<file path="src/rtl/switch_debouncer_if.sv">
// switch_debouncer_if: pin-side and CPU-side signals of the switch debouncer.
// The slave side is the debouncer; the master side drives pins and acks.
interface switch_debouncer_if #(
  parameter int WIDTH = 8
);
  logic [WIDTH-1:0] switch_in;
  logic [WIDTH-1:0] switch_out;
  logic [WIDTH-1:0] rise;
  logic [WIDTH-1:0] fall;
  logic             changed;
  logic             change_ack;

  modport master (
    output switch_in,
    output change_ack,
    input  switch_out,
    input  rise,
    input  fall,
    input  changed
  );

  modport slave (
    input  switch_in,
    input  change_ack,
    output switch_out,
    output rise,
    output fall,
    output changed
  );
endinterface

</file>
<file path="src/rtl/switch_debouncer.sv">
// switch_debouncer: per-channel 2-flop sync, prescaled saturating integrator,
// hysteresis output, rise/fall pulses and a sticky changed flag with ack.
module switch_debouncer #(
  parameter int WIDTH    = 8,
  parameter int CNT_BITS = 6,
  parameter int PRESCALE = 1
) (
  input logic               clock,
  input logic               reset,
  switch_debouncer_if.slave bus
);
  localparam int PW = (PRESCALE > 1) ? $clog2(PRESCALE) : 1;
  localparam logic [CNT_BITS-1:0] MAX = '1;
  localparam logic [CNT_BITS-1:0] MID =
    CNT_BITS'(1) << (CNT_BITS - 1);
  localparam logic [PW-1:0] PLAST = PW'(PRESCALE - 1);

  logic [WIDTH-1:0]    s1;
  logic [WIDTH-1:0]    s2;
  logic [PW-1:0]       pcnt;
  logic                tick;
  logic [CNT_BITS-1:0] cnt [WIDTH];
  logic [WIDTH-1:0]    out_q;
  logic [WIDTH-1:0]    out_nxt;
  logic [WIDTH-1:0]    rise_q;
  logic [WIDTH-1:0]    fall_q;
  logic                chg_q;

  // With PRESCALE=1 the count never leaves 0, so tick stays high.
  assign tick = (pcnt == PLAST);

  // Two-stage synchroniser for the raw pin levels.
  always_ff @(posedge clock or negedge reset) begin
    if (!reset) begin
      s1 <= '0;
      s2 <= '0;
    end else begin
      s1 <= bus.switch_in;
      s2 <= s1;
    end
  end

  // Shared prescaler, wraps after PRESCALE-1.
  always_ff @(posedge clock or negedge reset) begin
    if (!reset) begin
      pcnt <= '0;
    end else if (tick) begin
      pcnt <= '0;
    end else begin
      pcnt <= pcnt + PW'(1);
    end
  end

  // Saturating up/down integrators, stepped only on tick.
  always_ff @(posedge clock or negedge reset) begin
    if (!reset) begin
      for (int i = 0; i < WIDTH; i++) begin
        cnt[i] <= MID;
      end
    end else if (tick) begin
      for (int i = 0; i < WIDTH; i++) begin
        if (s2[i] && cnt[i] != MAX) begin
          cnt[i] <= cnt[i] + CNT_BITS'(1);
        end else if (!s2[i] && cnt[i] != '0) begin
          cnt[i] <= cnt[i] - CNT_BITS'(1);
        end
      end
    end
  end

  // Hysteresis: output only moves when the counter hits a rail.
  always_comb begin
    out_nxt = out_q;
    for (int i = 0; i < WIDTH; i++) begin
      if (cnt[i] == MAX) begin
        out_nxt[i] = 1'b1;
      end else if (cnt[i] == '0) begin
        out_nxt[i] = 1'b0;
      end
    end
  end

  // Debounced level plus edge pulses aligned with the new level.
  always_ff @(posedge clock or negedge reset) begin
    if (!reset) begin
      out_q  <= '0;
      rise_q <= '0;
      fall_q <= '0;
    end else begin
      out_q  <= out_nxt;
      rise_q <= out_nxt & ~out_q;
      fall_q <= ~out_nxt & out_q;
    end
  end

  // Sticky change flag; a fresh edge beats a same-cycle ack.
  always_ff @(posedge clock or negedge reset) begin
    if (!reset) begin
      chg_q <= 1'b0;
    end else if (|rise_q || |fall_q) begin
      chg_q <= 1'b1;
    end else if (bus.change_ack) begin
      chg_q <= 1'b0;
    end
  end

  assign bus.switch_out = out_q;
  assign bus.rise       = rise_q;
  assign bus.fall       = fall_q;
  assign bus.changed    = chg_q;
endmodule

</file>
<file path="src/flat_wrapper.sv">
// flat-port wrapper written by rule: the top's interface ports become plain ports
module switch_debouncer_flat 
#(
  parameter int WIDTH    = 8,
  parameter int CNT_BITS = 6,
  parameter int PRESCALE = 1
)
  (clock, reset, bus_switch_in, bus_change_ack, bus_switch_out, bus_rise, bus_fall, bus_changed);
  switch_debouncer_if #(.WIDTH(WIDTH)) bus_i ();
  input logic clock;
  input logic reset;
  input wire logic [$bits(bus_i.switch_in)-1:0] bus_switch_in;
  input wire logic [$bits(bus_i.change_ack)-1:0] bus_change_ack;
  output wire logic [$bits(bus_i.switch_out)-1:0] bus_switch_out;
  output wire logic [$bits(bus_i.rise)-1:0] bus_rise;
  output wire logic [$bits(bus_i.fall)-1:0] bus_fall;
  output wire logic [$bits(bus_i.changed)-1:0] bus_changed;
  assign bus_i.switch_in = bus_switch_in;
  assign bus_i.change_ack = bus_change_ack;
  assign bus_switch_out = bus_i.switch_out;
  assign bus_rise = bus_i.rise;
  assign bus_fall = bus_i.fall;
  assign bus_changed = bus_i.changed;
  switch_debouncer #(.WIDTH(WIDTH), .CNT_BITS(CNT_BITS), .PRESCALE(PRESCALE)) u_core (.clock(clock), .reset(reset), .bus(bus_i));
endmodule
</file>
<file path="config.mk">
export PLATFORM = sky130hd
export DESIGN_NAME = switch_debouncer_flat
export DESIGN_NICKNAME = d
export VERILOG_FILES = /design/src/rtl/switch_debouncer_if.sv /design/src/rtl/switch_debouncer.sv /design/src/flat_wrapper.sv
export SDC_FILE = /design/constraint.sdc
export NUM_CORES = 1
export LEC_CHECK = 0
export ABC_CLOCK_PERIOD_IN_PS = 3300
export CAP_MARGIN = 20
export CORE_ASPECT_RATIO = 1.5
export CORE_MARGIN = 2
export CORE_UTILIZATION = 58
export DETAILED_ROUTE_END_ITERATION = 8
export PLACE_DENSITY = 0.85
export SLEW_MARGIN = 20
export SYNTH_ARGS = -nofsm -noshare
export SYNTH_HDL_FRONTEND = slang
export SYNTH_SLANG_ARGS = --single-unit
</file>
<file path="constraint.sdc">
create_clock -name clock -period 3.3 [get_ports clock]
set_input_delay 0.99 -clock clock [delete_from_list [all_inputs] [get_ports clock]]
set_output_delay 0.99 -clock clock [all_outputs]
set_load 0.005 [all_outputs]
</file>
# [Word level (Yosys, flattened, before mapping)]
# Index checks and enable logic that the tools add are counted.
[totals] output_inout_bits=25 inputBits=11 ff_bits=90 word_cells=148
[op_classes] reduce_logical=60 bitwise_logic=5 mux=35 addsub=17 n_eq_ne=16
[op_table] cell="6-bit 2-to-1 mux" count=16
[op_table] cell="6-bit by 1-bit adder with 6-bit output (second input constant)" count=8
[op_table] cell="6-bit == test (second input constant)" count=8
[op_table] cell="6-bit logical NOT" count=8
[op_table] cell="6-bit inequality test (second input constant)" count=8
[op_table] cell="6-bit nonzero test" count=8
[op_table] cell="6-bit by 1-bit subtractor with 6-bit output (second input constant)" count=8
[op_table] cell="1-bit 2-to-1 mux" count=19
[op_table] cell="2-bit nonzero test" count=9
[op_table] cell="8-bit AND" count=2
[op_table] cell="1-bit logical AND" count=16
[op_table] cell="8-bit inverter" count=2
[op_table] cell="2-bit AND reduction" count=8
[op_table] cell="8-bit OR reduction" count=2
[op_table] cell="1-bit logical NOT" count=8
[op_table] cell="1-bit adder (second input constant)" count=1
[op_table] cell="1-bit logical OR" count=1
[op_table] cell="1-bit inverter" count=1

# [Logic depth before layout (Yosys ltp)]
# Gate-level depths: netlist of the first run.
[logic_depth] word_depth=5 ltp_mapped=10 ltp_nobuf=10

# [Least setup slack after synthesis of the first run]
# OpenSTA, ideal clock, no wires.
[synth_path] path_kind="register to register" from="reg u_core.cnt[23] (netlist name)" to="reg u_core.cnt[23] (netlist name)" t_arrival_ns=2.256 setup_slack_ns=0.966 t_required_ns=3.222 synth_period_minus_slack_ns=2.334 setup_time_ns=0.078 path_buffers=1 path_stages_with_launch=11 path_cell_list="dfstp_2 -> nand2_1 -> or3_1 -> buf_2 -> nand2_1 -> ha_1 -> a211o_1 -> o211ai_1 -> a21oi_2 -> a21oi_1 -> and3b_1"
[synth_via] elab_chain_cells=4 word_cells_on_any_way=10 classes_between="2 x add/sub; 1 x eq/ne; 2 x mux; 5 x reduce/logical"
[synth_lines] item="from (decl)" line_no="switch_debouncer.sv:22" text="logic [CNT_BITS-1:0] cnt [WIDTH];"
[synth_lines] item="from (signal, indexed assignment)" line_no="switch_debouncer.sv:63" text="cnt[i] <= cnt[i] + CNT_BITS'(1);"
[synth_lines] item="from (signal, indexed assignment)" line_no="switch_debouncer.sv:65" text="cnt[i] <= cnt[i] - CNT_BITS'(1);"
[synth_lines] item="branches (longest 4 deep; another with 6-bit by 1-bit subtractor with 6-bit output)"
# Several ways; the timed one is not identified. The select of a mux whose other input is x is not followed.
# A chain may end at the register's enable or synchronous reset.

# [Final worst setup path of the first run]
# Ends and elaborated chain as after synthesis.

==> summary.md, run 1 <==
| Metric | Value |
|---|---|
| WL/cell | `between 15 and 20 µm` |
| Die area | `8750 µm²` |
| Max VDD drop | `between 300 and 400 µV` |
| First-pass GRT wire length | `16.4 mm` |
| Pwr/cell area | `roughly 980 nW/µm²` |
| Antenna Cells | `0` |
| Initial antenna violation count | `0` |
| Layout cell share with drive strength beyond 1 | `between 5 and 6%` |
| Total CTS buffers | `9` |
| Syn nets | `504` |
| Final setup viols | `0` |
| Rows | `40` |
| Leakage power | `around 0.0026 µW` |
| CP Capture Type | `flop` |
| Clock sink count | `89` |
| Mapped Cells | `between 400 and 500` |
| Number of port buffers | `35` |
| Fmax | `between 0.3 and 0.4 GHz` |
| Crit start category | `flop` |
| Worst skew pair latency | `about 0.34 ns` |
| Most frequent cells in the layout | `dfrtp_1, o21ai_0, nor2_1` |
| Critical path data required time | `3.58 ns` |
| Mapped cell area | `about 4600 µm²` |
| Final WL | `approximately 9 mm` |
| Power Total | `approximately 5300 µW` |
| Commonest non-fill, non-tap cell in the layout | `dfrtp_1` |
| Root buffer cell | `clkbuf_16` |
| Post-route cell area | `5440 µm²` |
| Total gr overflow | `0` |
| Final Wtd Congestion | `roughly 0.88` |
| Critical Path Max Stage Delay | `approximately 0.57 ns` |
| Placed cell area | `5120 µm²` |
| H-tree level count | `3` |
| Maxcap violations | `0` |
| Hold Vio Cnt, Final | `0` |
| CTS tree | `yes` |
| Async SR Flop Fraction | `100%` |
| Postcts setup bufs | `0` |
| Vias in the first global route | `3700` |
| Hold slack | `between 0.3 and 0.4 ns` |
| DRC | `0` |
| DR vias | `3565` |
| Synth warn | `0` |
| Final TNS setup | `0 ns` |
| Clock-pin slew on the worst setup and hold paths | `about 0.060 ns` |
| Number of I/O pins | `36` |
| Worst-Margin Slew | `approximately 0.46 ns` |
| Crit-path cells | `nand2_1 > or3_1 > nand2_1 > ha_1 > a211o_1 > o211ai_1 > a21oi_2 > o21ai_0 > and3b_1` |
| Ys flop type | `dfrtp_1` |
| Critical path's slowest cell | `dfstp_2` |
| Via density | `around 5.9` |
| Post-DRT Antenna Nets | `0` |
| Worst EP arrival | `2.79 ns` |
| Die X | `around 77 µm` |
| Most used cell along the critical path | `nand2_1` |
| RSZ-0062 raised after global routing | `no` |
| DR pass1 iterations | `5` |
| Post-synth EDFFs | `0` |
| Hold WC Path Type | `flop to flop` |
| Slew Viols, Final | `0` |
| Status | `complete, no violations` |
| # hold bufs at CTS | `0` |
| Minimum clock period | `roughly 2.5 ns` |
| P&R area growth vs syn | `17.1%` |
| # fillers | `619` |
| PostCTS Resize Cnt | `0` |
| Final net count | `550` |
| Worst Skew | `0.00512 ns` |
| Chip height | `~110 µm` |
| Initial Util | `between 50% and 60%` |
| Gr usage total | `between 20% and 30%` |
| Clock buffer depth | `2` |
| Crit Path Category | `flop to flop` |
| #FFs+latches synth | `approximately 90` |
| Core area | `about 7900 µm²` |
| Netlist cell types | `33` |
| Starting DRT DRC Count | `about 180` |
| Crit-path max FO | `6` |
| Largest net degree at the start of global routing | `38` |
| Crit share post-route | `roughly three quarters` |
| Syn Area/Cell | `between 10 and 15 µm²` |
| Max-slew headroom | `between 60% and 70%` |
| Post-synthesis sequential area ratio | `about half` |
| Post-DP HPWL | `between 6 and 7 mm` |
## critical path: cells and delay by family, from the launching register on
family,cells,cell delay (ns)
fa+ha+maj,1,0.29
flops,1,0.57
compound gates,4,0.68
simple gates,4,0.93
## layout make-up
| class | count | area (µm²) | area share, % |
|---|---|---|---|
| clock inverter | 3 | 65.1 | 1.20 |
| inverter | 11 | 41.3 | 0.759 |
| clock buffer | 12 | 246 | 4.53 |
| multi-input combinational | 351 | 2350 | 43.3 |
| timing repair buffer | 37 | 363 | 6.67 |
| sequential | 89 | 2240 | 41.2 |
| tap | 105 | 131 | 2.42 |
## kinds of logic (layout without fill, tap and decap cells)
logic type	after synthesis	count (layout)	share of synthesized area (%)
buffers and inverters	13	63	1.11
and+or+nand+nor	161	161	18.0
AOI/OAI and AO/OA	127	127	16.2
DFF	89	89	48.2
adders and majority gates	40	40	12.1
xor gates and xnor gates	23	23	4.34
## through the flow
step / setup slack [ns] / instances / util [%]
6_report: 0.783 / 608 / 68.8
5_1_grt: 0.663 / 608 / 68.8
4_1_cts: 0.776 / 608 / 68.8
3_5_place_dp: 0.785 / 593 / 64.8
3_3_place_gp: 0.916 / 593 / 64.8
2_1_floorplan: 0.966 / 453 / -
## metal layers
layer  up-vias  global-route usage (%)  routed length (µm)
met5         -                       0                   0
met4         0                    11.2                 240
met3        23                    3.80                 245
met2        67                    41.1                4780
met1      1740                    27.4                3870
li1       1735                       -                   -
## Yosys cell counts (all sizes together), types with 11 or more instances
cell type	number	share of area (%)
a21o	23	3.7
a21oi	26	2.9
and3	15	2.0
dfrtp	81	44
ha	32	8.6
inv	11	0.89
nand2	34	2.8
nand2b	16	2.2
nand3	15	1.6
nand4	13	1.8
nor2	42	3.4
o21ai	58	6.3
xor2	16	3.0
## flip-flops by register name, summed over array words and instances, names as in the netlist
signal and flops:
u_core.bus.rise 8, u_core.cnt 48, u_core.bus.changed 1, u_core.s2 8
u_core.bus.switch_out 8, u_core.bus.fall 8, u_core.s1 8
## worst paths after layout
| kind | startpoint | endpoint | slack (ns) | depth (start not counted) |
|---|---|---|---|---|
| worst max-delay path | u_core.cnt[23] | u_core.cnt[23] | 0.78 | 9 |
| worst min register to register | u_core.s1[3] | u_core.s2[3] | 0.35 | 0 |
| worst max register to register | u_core.cnt[23] | u_core.cnt[23] | 0.78 | 9 |
| min in group asynchronous | reset | u_core.bus.fall[0] | 0.60 | 1 |
| worst min-delay path | u_core.s1[3] | u_core.s2[3] | 0.35 | 0 |
| max in group asynchronous | reset | u_core.cnt[29] | 1.90 | 2 |
## where the power goes
| group | switching (µW) | internal, µW |
|---|---|---|
| Sequential | 465 | 1550 |
| Combinational | 1140 | 1120 |
| Clock | 380 | 678 |
(Power assumes the default switching activity.)
==> run 2, diff against run 1 <==
ABC_CLOCK_PERIOD_IN_PS = 2600   (was 3300)
clock period = 2.6 ns   (was 3.3 ns; I/O delays follow)
==> run 2 against run 1 <==
Final area rose by 0.41%. Hold slack barely moved. Sequential share of layout area fell by 0.15 points. Global-route usage barely moved. Power rose by 28%. Core utilization rose by 0.28 points. Clock skew rose by 0.0010 ns. Via count rose by 0.28%. Wire length rose by 0.81%. Setup slack got worse by 0.65 ns. Critical endpoint unchanged. Largest cell class unchanged.
==> summary.md, run 2 (synthesis gave the netlist of run 1 again) <==
| Metric | Value |
|---|---|
| Status | `complete, no violations` |
| Minimum clock period | `2.47 ns` |
| CTS tree | `yes` |
| R2r worst-path depth | `9` |
| Final Wtd Congestion | `0.889` |
| Placed insts | `around 600` |
| Clock buffer depth | `2` |
| Clock sink count | `between 80 and 90` |
| Crit start category | `flop` |
| Root buffer cell | `clkbuf_16` |
| Chip height | `114 µm` |
| Vias in the first global route | `about 3800` |
| Initial antenna violation count | `0` |
| RR Startpoint | `u_core.cnt[23]` |
| Power Total | `6810 µW` |
| Hold slack | `about 0.35 ns` |
| Core area | `slightly below 8000 µm²` |
| Total CTS buffers | `9` |
| Post-DP HPWL | `between 6 and 7 mm` |
| Final WL | `a little over 9 mm` |
| DR pass1 iterations | `5` |
| Worst R2R Setup Slack | `approximately 0.13 ns` |
| Critical path data required time | `about 2.9 ns` |
| Total gr overflow | `0` |
| Die area | `around 8700 µm²` |
| Reg2Reg Capture Point | `u_core.cnt[23]` |
| Slew Viols, Final | `0` |
| Pwr/cell area | `~1200 nW/µm²` |
| Via density | `5.87` |
| Leakage power | `about 0.0026 µW` |
| Hold WC Path Type | `flop to flop` |
| Worst slack, placed | `0.0961 ns` |
| Starting DRT DRC Count | `188` |
| First-pass GRT wire length | `16.1 mm` |
| Most frequent cells in the layout | `dfrtp_1, o21ai_0, nor2_1` |
| Number of port buffers | `35` |
| Crit-path max FO | `6` |
| P&R area growth vs syn | `17.6%` |
| Routed wl met3 | `354 µm` |
| Top reg by flops | `u_core.cnt` |
| Hold Vio Cnt, Final | `0` |
| Initial Util | `between 50% and 60%` |
| Hold Crit Depth | `0` |
| CP Capture Type | `flop` |
| Max reg flops | `between 40 and 50` |
| Max-slew headroom | `around 70%` |
| RSZ-0062 raised after global routing | `no` |
| Worst skew pair latency | `between 0.3 and 0.4 ns` |
| Crit Path Category | `flop to flop` |
| DR vias | `3575` |
| Max layer used | `met4` |
| Clock-pin slew on the worst setup and hold paths | `approximately 0.06 ns` |
| Worst EP arrival | `between 2 and 3 ns` |
| Fmax | `0.405 GHz` |
| Largest net degree at the start of global routing | `38` |
| Postcts setup bufs | `0` |
| DRC | `0` |
| Crit share post-route | `between 90% and 100%` |
| Layout cell share with drive strength beyond 1 | `about 6.5%` |
| Worst-Margin Slew | `0.450 ns` |
| Gr usage total | `a little under a quarter` |
| Final Instance Count excl. Fillers | `roughly 610` |
| Worst Skew | `~0.006 ns` |
| Setup WS post-layout | `approximately 0.13 ns` |
| Hold wc startpoint | `u_core.s1[1]` |
| Final net count | `550` |
| Final setup viols | `0` |
| Antenna Cells | `0` |
| M1 WL | `approximately 3.7 mm` |
| Maxcap violations | `0` |
| Wire length on met2 | `around 4.8 mm` |
| Worst Hold End | `u_core.s2[1]` |
| Die X | `a little under 80 µm` |
| Number of I/O pins | `36` |
| Rows | `40` |
| WL/cell | `roughly 15 µm` |
| Post-DRT Antenna Nets | `0` |
| Max VDD drop | `581 µV` |
| H-tree level count | `3` |
| Commonest non-fill, non-tap cell in the layout | `dfrtp_1` |
| Final TNS setup | `0 ns` |
run 2: per-layer routing:
metal | up-vias | track usage, %
li1 | 1728 | -
met1 | 1734 | 25.5
met2 | 85 | 41.6
met3 | 28 | 4.51
met4 | 0 | 12.9
met5 | - | 0
run 2: through the flow:
stage / utilization [%] / cell area [µm²]
2_1_floorplan: - / 4640
3_3_place_gp: 65.0 / 5140
3_5_place_dp: 65.0 / 5140
4_1_cts: 69.0 / 5450
5_1_grt: 69.0 / 5460
6_report: 69.0 / 5460
run 2: worst max path at each step:
stage	from	end	slack, ns	cells after the start
2_1_floorplan	u_core.cnt[23]	u_core.cnt[23]	0.27	10
3_3_place_gp	u_core.cnt[23]	u_core.cnt[23]	0.20	9
3_5_place_dp	u_core.cnt[23]	u_core.cnt[23]	0.1	9
4_1_cts	u_core.cnt[23]	u_core.cnt[23]	0.09	9
5_1_grt	u_core.cnt[5]	u_core.cnt[5]	0.01	9
6_report	u_core.cnt[23]	u_core.cnt[23]	0.13	9
run 2: repair_timing:
item,in CTS,in global routing
setup endpoints to repair,0,2
hold buffers,0,0
resized for setup,0,3
run 2: report_power, final:
group | switching (µW) | internal [µW]
clock network | 492 | 867
logic | 1470 | 1430
registers | 585 | 1970
total | 2540 | 4270
run 2: layout make-up:
cell class	count	area, µm²
Clock buffer	13	250
Clock inverter	3	65.1
Fill cell	599	2450
Inverter	11	41.3
Multi-Input combinational cell	351	2360
Sequential cell	89	2240
Tap cell	105	131
Timing Repair Buffer	37	375
run 2: worst max-delay path: stages (launching register included):
cell	delay [ns]
dfstp_2	0.56
nand2_1	0.07
or3_1	0.47
nand2_2	0.17
ha_1	0.26
a211o_1	0.30
o211ai_1	0.14
a21oi_2	0.11
a21oi_1	0.12
and3b_1	0.19
==> run 3, diff against run 2 <==
TNS_END_PERCENT = 1   (was default)
==> results of run 3 <==
Final layout, timing and power as in run 2 (identical DEF).
